<file path="src/rtl/chess_pkg.sv">
// Shared types and helpers for the chessboard move sequencer.
// square_t indexes squares as row*8+col; row 0 is the black back rank.
package chess_pkg;

   typedef logic [5:0] square_t;

   typedef enum logic [1:0] {IDLE, LIFT1, LIFT2, ERROR} seq_state_t;

   localparam logic [63:0] INIT_BOARD_C = 64'hFFFF_0000_0000_FFFF;

   function automatic square_t onehot_idx(input logic [63:0] v);
      square_t idx;
      idx = '0;
      for (int unsigned i = 0; i < 64; i++)
         if (v[i]) idx = square_t'(i);
      return idx;
   endfunction

   function automatic logic single_bit(input logic [63:0] v);
      return (v != '0) && ((v & (v - 64'd1)) == '0);
   endfunction

endpackage

</file>
<file path="src/rtl/sensor_debouncer.sv">
// Debounces the raw 64-bit occupancy vector into a settled board.
// commit is combinational so the caller can decode events against the pre-commit board.
module sensor_debouncer
   import chess_pkg::*;
#(
   parameter int unsigned DEBOUNCE_CYC = 4,
   parameter logic [63:0] INIT_BOARD   = INIT_BOARD_C
) (
   input  logic        clk,
   input  logic        rst,
   input  logic [63:0] sensor_state,
   output logic [63:0] sample,
   output logic [63:0] stable_board,
   output logic        board_upd,
   output logic        commit
);

   localparam int unsigned CW = (DEBOUNCE_CYC > 2) ? $clog2(DEBOUNCE_CYC) : 1;
   localparam logic [CW-1:0] CNT_MAX = CW'(DEBOUNCE_CYC - 1);

   logic [CW-1:0] cnt;

   // cnt saturates, so a settled sample commits exactly once
   assign commit = (cnt == CNT_MAX) && (sample != stable_board);

   always_ff @(posedge clk or posedge rst) begin
      if (rst) begin
         sample       <= INIT_BOARD;
         stable_board <= INIT_BOARD;
         cnt          <= '0;
         board_upd    <= 1'b0;
      end else begin
         board_upd <= commit;
         if (commit)
            stable_board <= sample;
         if (sensor_state != sample) begin
            sample <= sensor_state;
            cnt    <= '0;
         end else if (cnt != CNT_MAX) begin
            cnt <= cnt + 1'b1;
         end
      end
   end

endmodule

</file>
<file path="src/rtl/move_sequencer.sv">
// Debounced board tracker reporting completed moves (from/to/capture) with a sticky error.
// Define MOVE_TIMEOUT_EN to bound the time spent with pieces lifted.
module move_sequencer
   import chess_pkg::*;
#(
   parameter int unsigned DEBOUNCE_CYC = 4,
   parameter logic [63:0] INIT_BOARD   = INIT_BOARD_C
`ifdef MOVE_TIMEOUT_EN
   ,
   parameter int unsigned TIMEOUT_CYC  = 1024
`endif
) (
   input  logic        clk,
   input  logic        rst,
   input  logic [63:0] sensor_state,
   input  logic        clear_err,
   output logic [63:0] stable_board,
   output logic        board_upd,
   output logic        move_valid,
   output logic [5:0]  move_from,
   output logic [5:0]  move_to,
   output logic        move_cap,
   output logic        busy,
   output logic        err
);

   logic [63:0] sample;
   logic        commit;

   sensor_debouncer #(
      .DEBOUNCE_CYC (DEBOUNCE_CYC),
      .INIT_BOARD   (INIT_BOARD)
   ) u_deb (
      .clk          (clk),
      .rst          (rst),
      .sensor_state (sensor_state),
      .sample       (sample),
      .stable_board (stable_board),
      .board_upd    (board_upd),
      .commit       (commit)
   );

   logic [63:0] lift, place, chg;
   logic        single, is_place;
   square_t     sq;

   assign lift     = stable_board & ~sample;
   assign place    = ~stable_board & sample;
   assign chg      = lift | place;
   assign single   = single_bit(chg);
   assign sq       = onehot_idx(chg);
   assign is_place = |place;

   seq_state_t state, state_n;
   square_t    from_r, from_n, vict_r, vict_n;
   square_t    mv_from_n, mv_to_n;
   logic       mv_cap_n, mv_valid_n;

`ifdef MOVE_TIMEOUT_EN
   localparam int unsigned TW = $clog2(TIMEOUT_CYC + 1);
   logic [TW-1:0] timer;

   always_ff @(posedge clk or posedge rst) begin
      if (rst)
         timer <= '0;
      else if (state_n != state)
         timer <= '0;
      else if (state == LIFT1 || state == LIFT2)
         timer <= timer + 1'b1;
   end
`endif

   always_comb begin
      state_n    = state;
      from_n     = from_r;
      vict_n     = vict_r;
      mv_valid_n = 1'b0;
      mv_from_n  = move_from;
      mv_to_n    = move_to;
      mv_cap_n   = move_cap;
      case (state)
         IDLE: if (commit) begin
            if (!single || is_place) begin
               state_n = ERROR;
            end else begin
               state_n = LIFT1;
               from_n  = sq;
            end
         end
         LIFT1: if (commit) begin
            if (!single) begin
               state_n = ERROR;
            end else if (is_place) begin
               state_n = IDLE;
               if (sq != from_r) begin
                  mv_valid_n = 1'b1;
                  mv_from_n  = from_r;
                  mv_to_n    = sq;
                  mv_cap_n   = 1'b0;
               end
            end else begin
               state_n = LIFT2;
               vict_n  = sq;
            end
         end
         LIFT2: if (commit) begin
            state_n = ERROR;
            if (single && is_place && sq == vict_r) begin
               state_n    = IDLE;
               mv_valid_n = 1'b1;
               mv_from_n  = from_r;
               mv_to_n    = vict_r;
               mv_cap_n   = 1'b1;
            end else if (single && is_place && sq == from_r) begin
               state_n    = IDLE;
               mv_valid_n = 1'b1;
               mv_from_n  = vict_r;
               mv_to_n    = from_r;
               mv_cap_n   = 1'b1;
            end
         end
         ERROR: if (clear_err) state_n = IDLE;
         default: state_n = ERROR;
      endcase
`ifdef MOVE_TIMEOUT_EN
      if ((state == LIFT1 || state == LIFT2) && state_n == state &&
          timer == TW'(TIMEOUT_CYC - 1))
         state_n = ERROR;
`endif
   end

   always_ff @(posedge clk or posedge rst) begin
      if (rst) begin
         state      <= IDLE;
         from_r     <= '0;
         vict_r     <= '0;
         move_valid <= 1'b0;
         move_from  <= '0;
         move_to    <= '0;
         move_cap   <= 1'b0;
      end else begin
         state      <= state_n;
         from_r     <= from_n;
         vict_r     <= vict_n;
         move_valid <= mv_valid_n;
         move_from  <= mv_from_n;
         move_to    <= mv_to_n;
         move_cap   <= mv_cap_n;
      end
   end

   assign busy = (state != IDLE);
   assign err  = (state == ERROR);

endmodule
</file>
<file path="config.mk">
export PLATFORM = sky130hd
export DESIGN_NAME = move_sequencer
export DESIGN_NICKNAME = d
export VERILOG_FILES = /design/src/rtl/chess_pkg.sv /design/src/rtl/sensor_debouncer.sv /design/src/rtl/move_sequencer.sv
export SDC_FILE = /design/constraint.sdc
export NUM_CORES = 1
export LEC_CHECK = 0
export ABC_AREA = 0
export ABC_CLOCK_PERIOD_IN_PS = 9300
export BUFFER_PORTS_ARGS = -buffer_cell sky130_fd_sc_hd__buf_2
export CORE_ASPECT_RATIO = 2
export CORE_MARGIN = 2
export CORE_UTILIZATION = 45
export DETAILED_ROUTE_END_ITERATION = 12
export PLACE_DENSITY = 0.65
export SLEW_MARGIN = 15
export SYNTH_ARGS = -nofsm -noshare
export SYNTH_HDL_FRONTEND = slang
export SYNTH_SLANG_ARGS = --single-unit
</file>
<file path="constraint.sdc">
create_clock -name clk -period 9.3 [get_ports clk]
set_input_delay 0.465 -clock clk [delete_from_list [all_inputs] [get_ports clk]]
set_output_delay 0.465 -clock clk [all_outputs]
set_load 0.005 [all_outputs]
</file>
==> key figures, run 1 <==
Clock tree
  – Htree depth: 4
  – Post-cts sizing count: 0
  – Buffer count from post-CTS setup fixing: 0
  – Hold Buf Count CTS: 0
  – Clock buffer count from CTS: 17
  – Clk pin slew, worst setup/hold paths: 0.07 ns
  – Root buffer cell: clkbuf_16
  – Clock sink total: 159
  – Max Root-Sink Buffers: 2
  – Clk_lat worst skew: 0.47 ns
  – CTS tree: yes

Setup path
  – Worst Setup End Kind: register
  – Required @ worst endpoint: 9.64 ns
  – Setup CP Type: reg -> reg
  – Critical path's largest stage delay: 0.67 ns
  – Worst-path cell chain: ha_1 -> and4_1 -> nand4_1 -> nor4_2 -> a31oi_1 -> or4_1 -> nor4_1 -> and4_4 -> o221ai_2 -> o22ai_2 -> mux2_2
  – Crit-path slowest cell: nor4_2
  – Worst Path Arrival: 5.52 ns
  – CP delay by family, top: simple AND/OR/NAND/NOR gates
  – CP Buf/Inv Count: 0
  – Critical path fanouts, max: 14
  – Crit start category: register

Layout
  – Layout Nets: 1300
  – Sequential cell area: 0.00406 mm2
  – # fillers: 2101
  – Multi-input gate area: 0.00525 mm2
  – Area grow syn2layout: 12.4%
  – Layout cell share with drive strength beyond 1: 25.0%
  – Ant. Diodes: 0

Timing
  – Clock skew: 0.0130 ns
  – Final worst setup slack: 4.12 ns
  – Fin crit share: 55.7%
  – Fin Setup TNS: 0 ns
  – Unrepaired setup endpoints after global routing: false
  – Setup violators final: 0
  – Maximum clock rate: 193 MHz
  – Worst slew pin tran: 0.850 ns
  – Slew HR: 43.3%
  – Final Max Slew Viols: 0
  – Minimum clock period: 5.18 ns
  – Final Hold Vio Count: 0

Pwr
  – Leakage power: 4.76 nW
  – Peak supply drop: 0.133 mV
  – PD cells: 144 mW/mm2
  – Final Power: 1.64 mW

Route
  – DR iter-0 viols: 532
  – Remaining DRCs: 0
  – Met2 WL: 19400 um
  – Top Layer Used: met4
  – Via count: 8673
  – Vias per cell: 5.98
  – Drt pass-1 iters: 5
  – Metal3 WL: 1450 um
  – Post-DRT Antenna Nets: 0
  – WL/cell: 24.7 um
  – M1 WL: 12100 um
  – DRT Wirelength: 35800 um

Synthesis
  – Syn Nets: 1238
  – Post-synthesis cell count: 1101
  – Synth Register Bits: 159
  – Share of the synthesized area in the top cell type: 23.5%
  – Synth warnings: 0
  – Ys async rst share: 100%
  – Number of synthesized flops with an enable pin: 0
  – Post-synth cell types: 76
  – Synthesized area per cell: 9.20 um2
  – Synth Flop Type: dfrtp_1
  – Yosys top cell by area: dfrtp_1
  – Sequential share of the synthesized area: 40.1%
  – Synthesized area: 0.0101 mm2
  – Synth area leaders: dfrtp_1 23%, dfstp_2 17%, ha_1 8.6%

Global routing
  – Largest net degree at the start of global routing: 93
  – First-pass GRT wire length: 53300 um
  – Vias in the first global route: 8975
  – Overflow after GRT: 0
  – Initial antenna violation count: 0
  – Tot GR Track Use: 31.3%

Die
  – Die width: 110 um
  – Io pins: 148
  – Die area: 0.0238 mm2
  – Die Y: 216 um
  – Core region area: 0.0221 mm2
  – Row Count: 77
  – Starting Density: 45.9%

Placed design
  – HPWL Detailed: 28600 um
  – Final Wtd Congestion: 1.00
  – Port buffer count: 147
  – Pre-CTS WS: 4.28 ns

Outcome
  – Status: complete, no violations

Hold path
  – Hold WC Path Type: in -> reg

Flow run
  – MaxCap Viol Count: 0
==> cells in the mapped netlist (all sizes together), types with 12 or more instances <==
master / n
nand2: 113
inv: 97
dfrtp: 95
o21ai: 93
clkbuf: 90
xnor2: 72
ha: 70
dfstp: 64
nand4: 56
nor4: 46
nor2: 33
nand3: 28
mux2: 27
a21oi: 23
buf: 18
and4: 17
a31oi: 12
==> power by group <==
group,total [mW],internal [mW],switching (mW)
logic,0.191,0.0663,0.125
clock network,0.714,0.409,0.305
registers,0.730,0.713,0.0177
==> final cells by class <==
class                      instances  share of cell area [%]
multi-input combinational        737                    46.1
clock inverter                     9                   0.825
clock buffer                      22                    4.36
inverter                          97                    3.25
tap                              276                    3.03
sequential                       159                    35.7
timing repair buffer             151                    6.73
==> worst paths after layout <==
kind                       slack, ns                      to  cells after the start              from
min reg2reg                     0.48              move_to[3]                      1        move_to[3]
max                             4.12              move_to[1]                     11  u_deb.sample[41]
max reg2reg                     4.12              move_to[1]                     11  u_deb.sample[41]
min                             0.11        u_deb.sample[53]                      1  sensor_state[53]
max in group asynchronous       7.73  u_deb.stable_board[18]                      3               rst
min in group asynchronous       0.17        u_deb.sample[45]                      2               rst
==> stage by stage <==
stage	utilization [%]	hold slack (ns)	cells	instance area (um2)
3_5_place_dp	48.9	0.469	1420	10800
5_1_grt	51.6	0.105	1451	11400
2_1_floorplan	-	0.477	1101	10100
3_3_place_gp	48.9	0.464	1420	10800
4_1_cts	51.6	0.0980	1451	11400
6_report	51.6	0.113	1451	11400
==> layer usage <==
layer,track usage [%],vias to the layer above
met5,0,-
met4,22.6,0
met3,5.86,128
met2,57.0,323
met1,30.1,4206
li1,-,4016
==> logic make-up (layout without fill, tap and decap cells) <==
group                    count (synthesis)  count (layout)  synth area share, %
multiplexers                            33              33                 3.63
adder cells (fa/ha/maj)                 72              72                 8.84
buffers and inverters                  205             279                 8.10
XOR/XNOR                                76              76                 6.57
AND/OR/NAND/NOR                        348             348                 19.6
flip-flops                             159             159                 40.1
AO/OA/AOI/OAI                          208             208                 13.2
==> sequential cells by signal, summed over array words and instances, names as in the netlist <==
name / count
from_r: 6
move_cap: 1
move_from: 6
move_to: 6
move_valid: 1
state: 2
u_deb.board_upd: 1
u_deb.cnt: 2
u_deb.sample: 64
u_deb.stable_board: 64
vict_r: 6
==> layout by cell type, fill, tap and decap left out, types with 6 or more instances in the layout <==
| cell | synthesis | routed |
|---|---|---|
| and2_1 | 6 | 6 |
| and4_1 | 15 | 15 |
| nand2_1 | 113 | 113 |
| clkbuf_16 | 0 | 19 |
| inv_1 | 96 | 95 |
| o21ai_0 | 90 | 90 |
| nand3_1 | 27 | 27 |
| buf_2 | 11 | 147 |
| o211ai_1 | 9 | 9 |
| mux2i_1 | 6 | 6 |
| and4b_1 | 6 | 6 |
| dfstp_2 | 64 | 64 |
| dfrtp_1 | 95 | 95 |
| mux2_2 | 23 | 23 |
| a21o_1 | 6 | 6 |
| xnor2_1 | 72 | 72 |
| a31oi_1 | 12 | 12 |
| a21oi_1 | 23 | 23 |
| nor2_1 | 33 | 33 |
| ha_1 | 70 | 70 |
| a311oi_1 | 7 | 7 |
| nand4_1 | 51 | 51 |
| inv_6 | 0 | 6 |
| nor4_1 | 41 | 41 |
| a211oi_1 | 7 | 7 |
| nor3_1 | 9 | 9 |
No activity file was read; power rests on OpenSTA's default activity.
==> inputs of run 2 (changes only) <==
--- a/config.mk
+++ b/config.mk
@@ -5,8 +5,8 @@
 export SDC_FILE = /design/constraint.sdc
 export NUM_CORES = 1
 export LEC_CHECK = 0
-export ABC_AREA = 0
-export ABC_CLOCK_PERIOD_IN_PS = 9300
+export ABC_AREA = 1
+export ABC_CLOCK_PERIOD_IN_PS = 5000
 export BUFFER_PORTS_ARGS = -buffer_cell sky130_fd_sc_hd__buf_2
 export CORE_ASPECT_RATIO = 2
 export CORE_MARGIN = 2
==> constraint.sdc (replaced) <==
create_clock -name clk -period 5 [get_ports clk]
set_input_delay 0.25 -clock clk [delete_from_list [all_inputs] [get_ports clk]]
set_output_delay 0.25 -clock clk [all_outputs]
set_load 0.005 [all_outputs]
==> key figures, run 2 <==
Outcome
  – Status: finished with violations
  – Failing checks: negative setup slack

Layout
  – Final Core Density: 59.3%
  – Layout Nets: 1741
  – Fin cells: 1896
  – Largest registers: u_deb.sample (64), u_deb.stable_board (64)
  – Most common cell after layout, fill and taps aside: nand2_1
  – Area grow syn2layout: 30.7%
  – # fillers: 2098
  – Layout cell share with drive strength beyond 1: 27.6%
  – Most frequent cells in the layout: 295 x nand2_1, 183 x inv_1, 147 x buf_2, 110 x nor2_1
  – Ant. Diodes: 0

Synthesis
  – Synth area leaders: dfrtp_1 23%, dfstp_2 16%, nand2_1 12%
  – Sequential share of the synthesized area: 39.6%
  – Synth Flop Type: dfrtp_1
  – Post-synthesis cell count: 1344
  – Post-synth cell types: 54
  – Yosys top cell by area: dfrtp_1
  – Number of synthesized flops with an enable pin: 0
  – Synth Register Bits: 159
  – Synthesized area per cell: 7.62 um2
  – Syn Nets: 1481
  – Most frequent cell after synthesis: nand2_1
  – Synthesized area: 0.0102 mm2
  – Post-synth top cells: 314 x nand2_1, 189 x inv_1, 114 x nor2_1, 108 x o21ai_0, 95 x dfrtp_1
  – Synth warnings: 0
  – Ys async rst share: 100%
  – Share of the synthesized area in the top cell type: 23.2%

Timing
  – Fin crit share: 104%
  – Clock skew: 0.00894 ns
  – Unrepaired setup endpoints after global routing: true
  – Fin Setup TNS: -2.31 ns
  – Final Hold Vio Count: 0
  – WHS: 0.192 ns
  – Final Max Slew Viols: 0
  – Final worst setup slack: -0.184 ns
  – Minimum clock period: 5.18 ns
  – Setup violators final: 16
  – Slew HR: 24.9%
  – Worst slew pin tran: 1.12 ns
  – Maximum clock rate: 193 MHz

Die
  – Starting Density: 45.4%
  – Core region area: 0.0225 mm2
  – Die width: 111 um
  – Row Count: 78
  – Die area: 0.0240 mm2
  – Io pins: 148
  – Die Y: 217 um

Hold path
  – Hold WC Path Type: in -> reg

Placed design
  – Port buffer count: 147
  – HPWL Detailed: 26200 um
  – Placed insts: 1774
  – Final Wtd Congestion: 1.01

Clock tree
  – Clock sink total: 159
  – Htree depth: 4
  – Root buffer cell: clkbuf_16
  – Clk pin slew, worst setup/hold paths: 0.07 ns
  – CTS tree: yes
  – Max Root-Sink Buffers: 2
  – Clk_lat worst skew: 0.45 ns
  – Clock buffer count from CTS: 17

Route
  – Post-DRT Antenna Nets: 0
  – Vias per cell: 5.20
  – DR iter-0 viols: 502
  – DRT Wirelength: 33300 um
  – WL/cell: 17.6 um
  – Remaining DRCs: 0
  – Drt pass-1 iters: 5
  – Via count: 9860

Global routing
  – Tot GR Track Use: 28.1%
  – Overflow after GRT: 0
  – Largest net degree at the start of global routing: 81
  – First-pass GRT wire length: 52700 um
  – Initial antenna violation count: 0
  – Vias in the first global route: 10400

Pwr
  – Internal power: 2.33 mW
  – Psw: 0.802 mW
  – Peak supply drop: 0.588 mV
  – Comb power frac: 12.5%
  – Sequential power share: 43.2%
  – Leakage power: 6.34 nW
  – PD cells: 234 mW/mm2
  – Clock network fraction of total power: 44.3%
  – Switching Fraction: 25.6%

Flow run
  – MaxCap Viol Count: 0

Setup path
  – Critical path fanouts, max: 7
  – Worst Path Arrival: 5.53 ns
  – Crit start category: register
  – Setup CP Type: reg -> reg
  – Crit-path most repeated cell: buf_4
  – Worst Setup End Kind: register
  – Required @ worst endpoint: 5.34 ns
  – Critical path's largest stage delay: 0.53 ns
  – Crit-path slowest cell: dfstp_2
==> run 2: changes by cell type in the layout (fill, tap and decap cells not counted), moves of 15 or more <==
cell           delta
nand2_1         +182
buf_4           +102
inv_1            +88
nor2_1           +77
dlygate4sd3_1    +65
xnor2_1          -31
mux2_2           -23
nand3_1          +19
nand2_2          +18
nand4_1          -18
o21ai_0          +16
and4_1           -15
==> run 2: repair_timing <==
action,in CTS,in global routing
buffers inserted,24,0
cloned,2,0
hold endpoints to repair,107,0
resized for setup,23,36
hold buffers,65,0
endpoints found under the setup margin,15,28
pin swaps,0,3
==> run 2: worst paths after layout <==
kind,from,end,slack (ns),cells past startpoint
max in group asynchronous,rst,u_deb.sample[24],3.61,4
setup / recovery,u_deb.stable_board[1],move_from[2],-0.18,41
setup reg to reg,u_deb.stable_board[1],move_from[2],-0.18,41
min in group asynchronous,rst,u_deb.sample[32],0.49,3
hold / removal,clear_err,state[1],0.19,4
hold reg to reg,move_to[1],move_to[1],0.48,2
==> run 2: power by group through the flow <==
stage	Clock (mW)	Combinational, mW	Sequential, mW
final	1.39	0.392	1.35
after global routing	1.46	0.435	1.36
after CTS	1.41	0.390	1.35
after detailed placement	0	0.344	1.37
after global placement	0	0.344	1.37
after floorplan	0	0.215	1.37
==> run 2: metrics by stage <==
step,setup slack (ns),power (mW),instance area [um2]
6_report,-0.184,3.13,13400
5_1_grt,-0.547,3.25,13400
4_1_cts,-0.0981,3.16,13300
3_5_place_dp,-0.242,1.72,11700
3_3_place_gp,-0.328,1.72,11700
2_1_floorplan,0.345,1.58,10200
==> run 2: critical path: cells and delay by family, from the launching register on <==
| kind | cells | cell delay [ns] |
|---|---|---|
| adders and majority gates | 1 | 0.27 |
| AOI/OAI and AO/OA | 1 | 0.07 |
| DFF | 1 | 0.53 |
| and+or+nand+nor | 16 | 2.07 |
| buffers and inverters | 23 | 2.13 |
==> run 2: cell families (layout without fill, tap and decap cells) <==
| family | after synthesis | in the layout | share of synthesized area (%) |
|---|---|---|---|
| simple gates | 605 | 606 | 26.8 |
| xor+xnor | 58 | 58 | 4.96 |
| mux | 1 | 1 | 0.0978 |
| compound gates | 169 | 169 | 9.46 |
| fa+ha+maj | 70 | 70 | 8.56 |
| flops | 159 | 159 | 39.6 |
| buf+inv | 282 | 553 | 10.5 |
==> run 2: cell type report <==
class                      instances  area (um2)  share of cell area (%)
multi-input combinational        904        5340                    39.9
sequential                       159        4060                    30.3
timing repair buffer             324        2260                    16.9
inverter                         198         749                    5.60
clock buffer                      17         425                    3.18
tap                              280         350                    2.62
clock inverter                    14         191                    1.43
==> run 2: metal layers <==
layer	track usage [%]	wire length, um	vias to the layer above	part of all wire [%]
met1	25.0	11000	4687	33
met5	0	0	-	0
li1	-	-	4830	-
met2	56.7	19300	231	58
met4	19.5	2330	0	7.0
met3	3.62	720	112	2.2
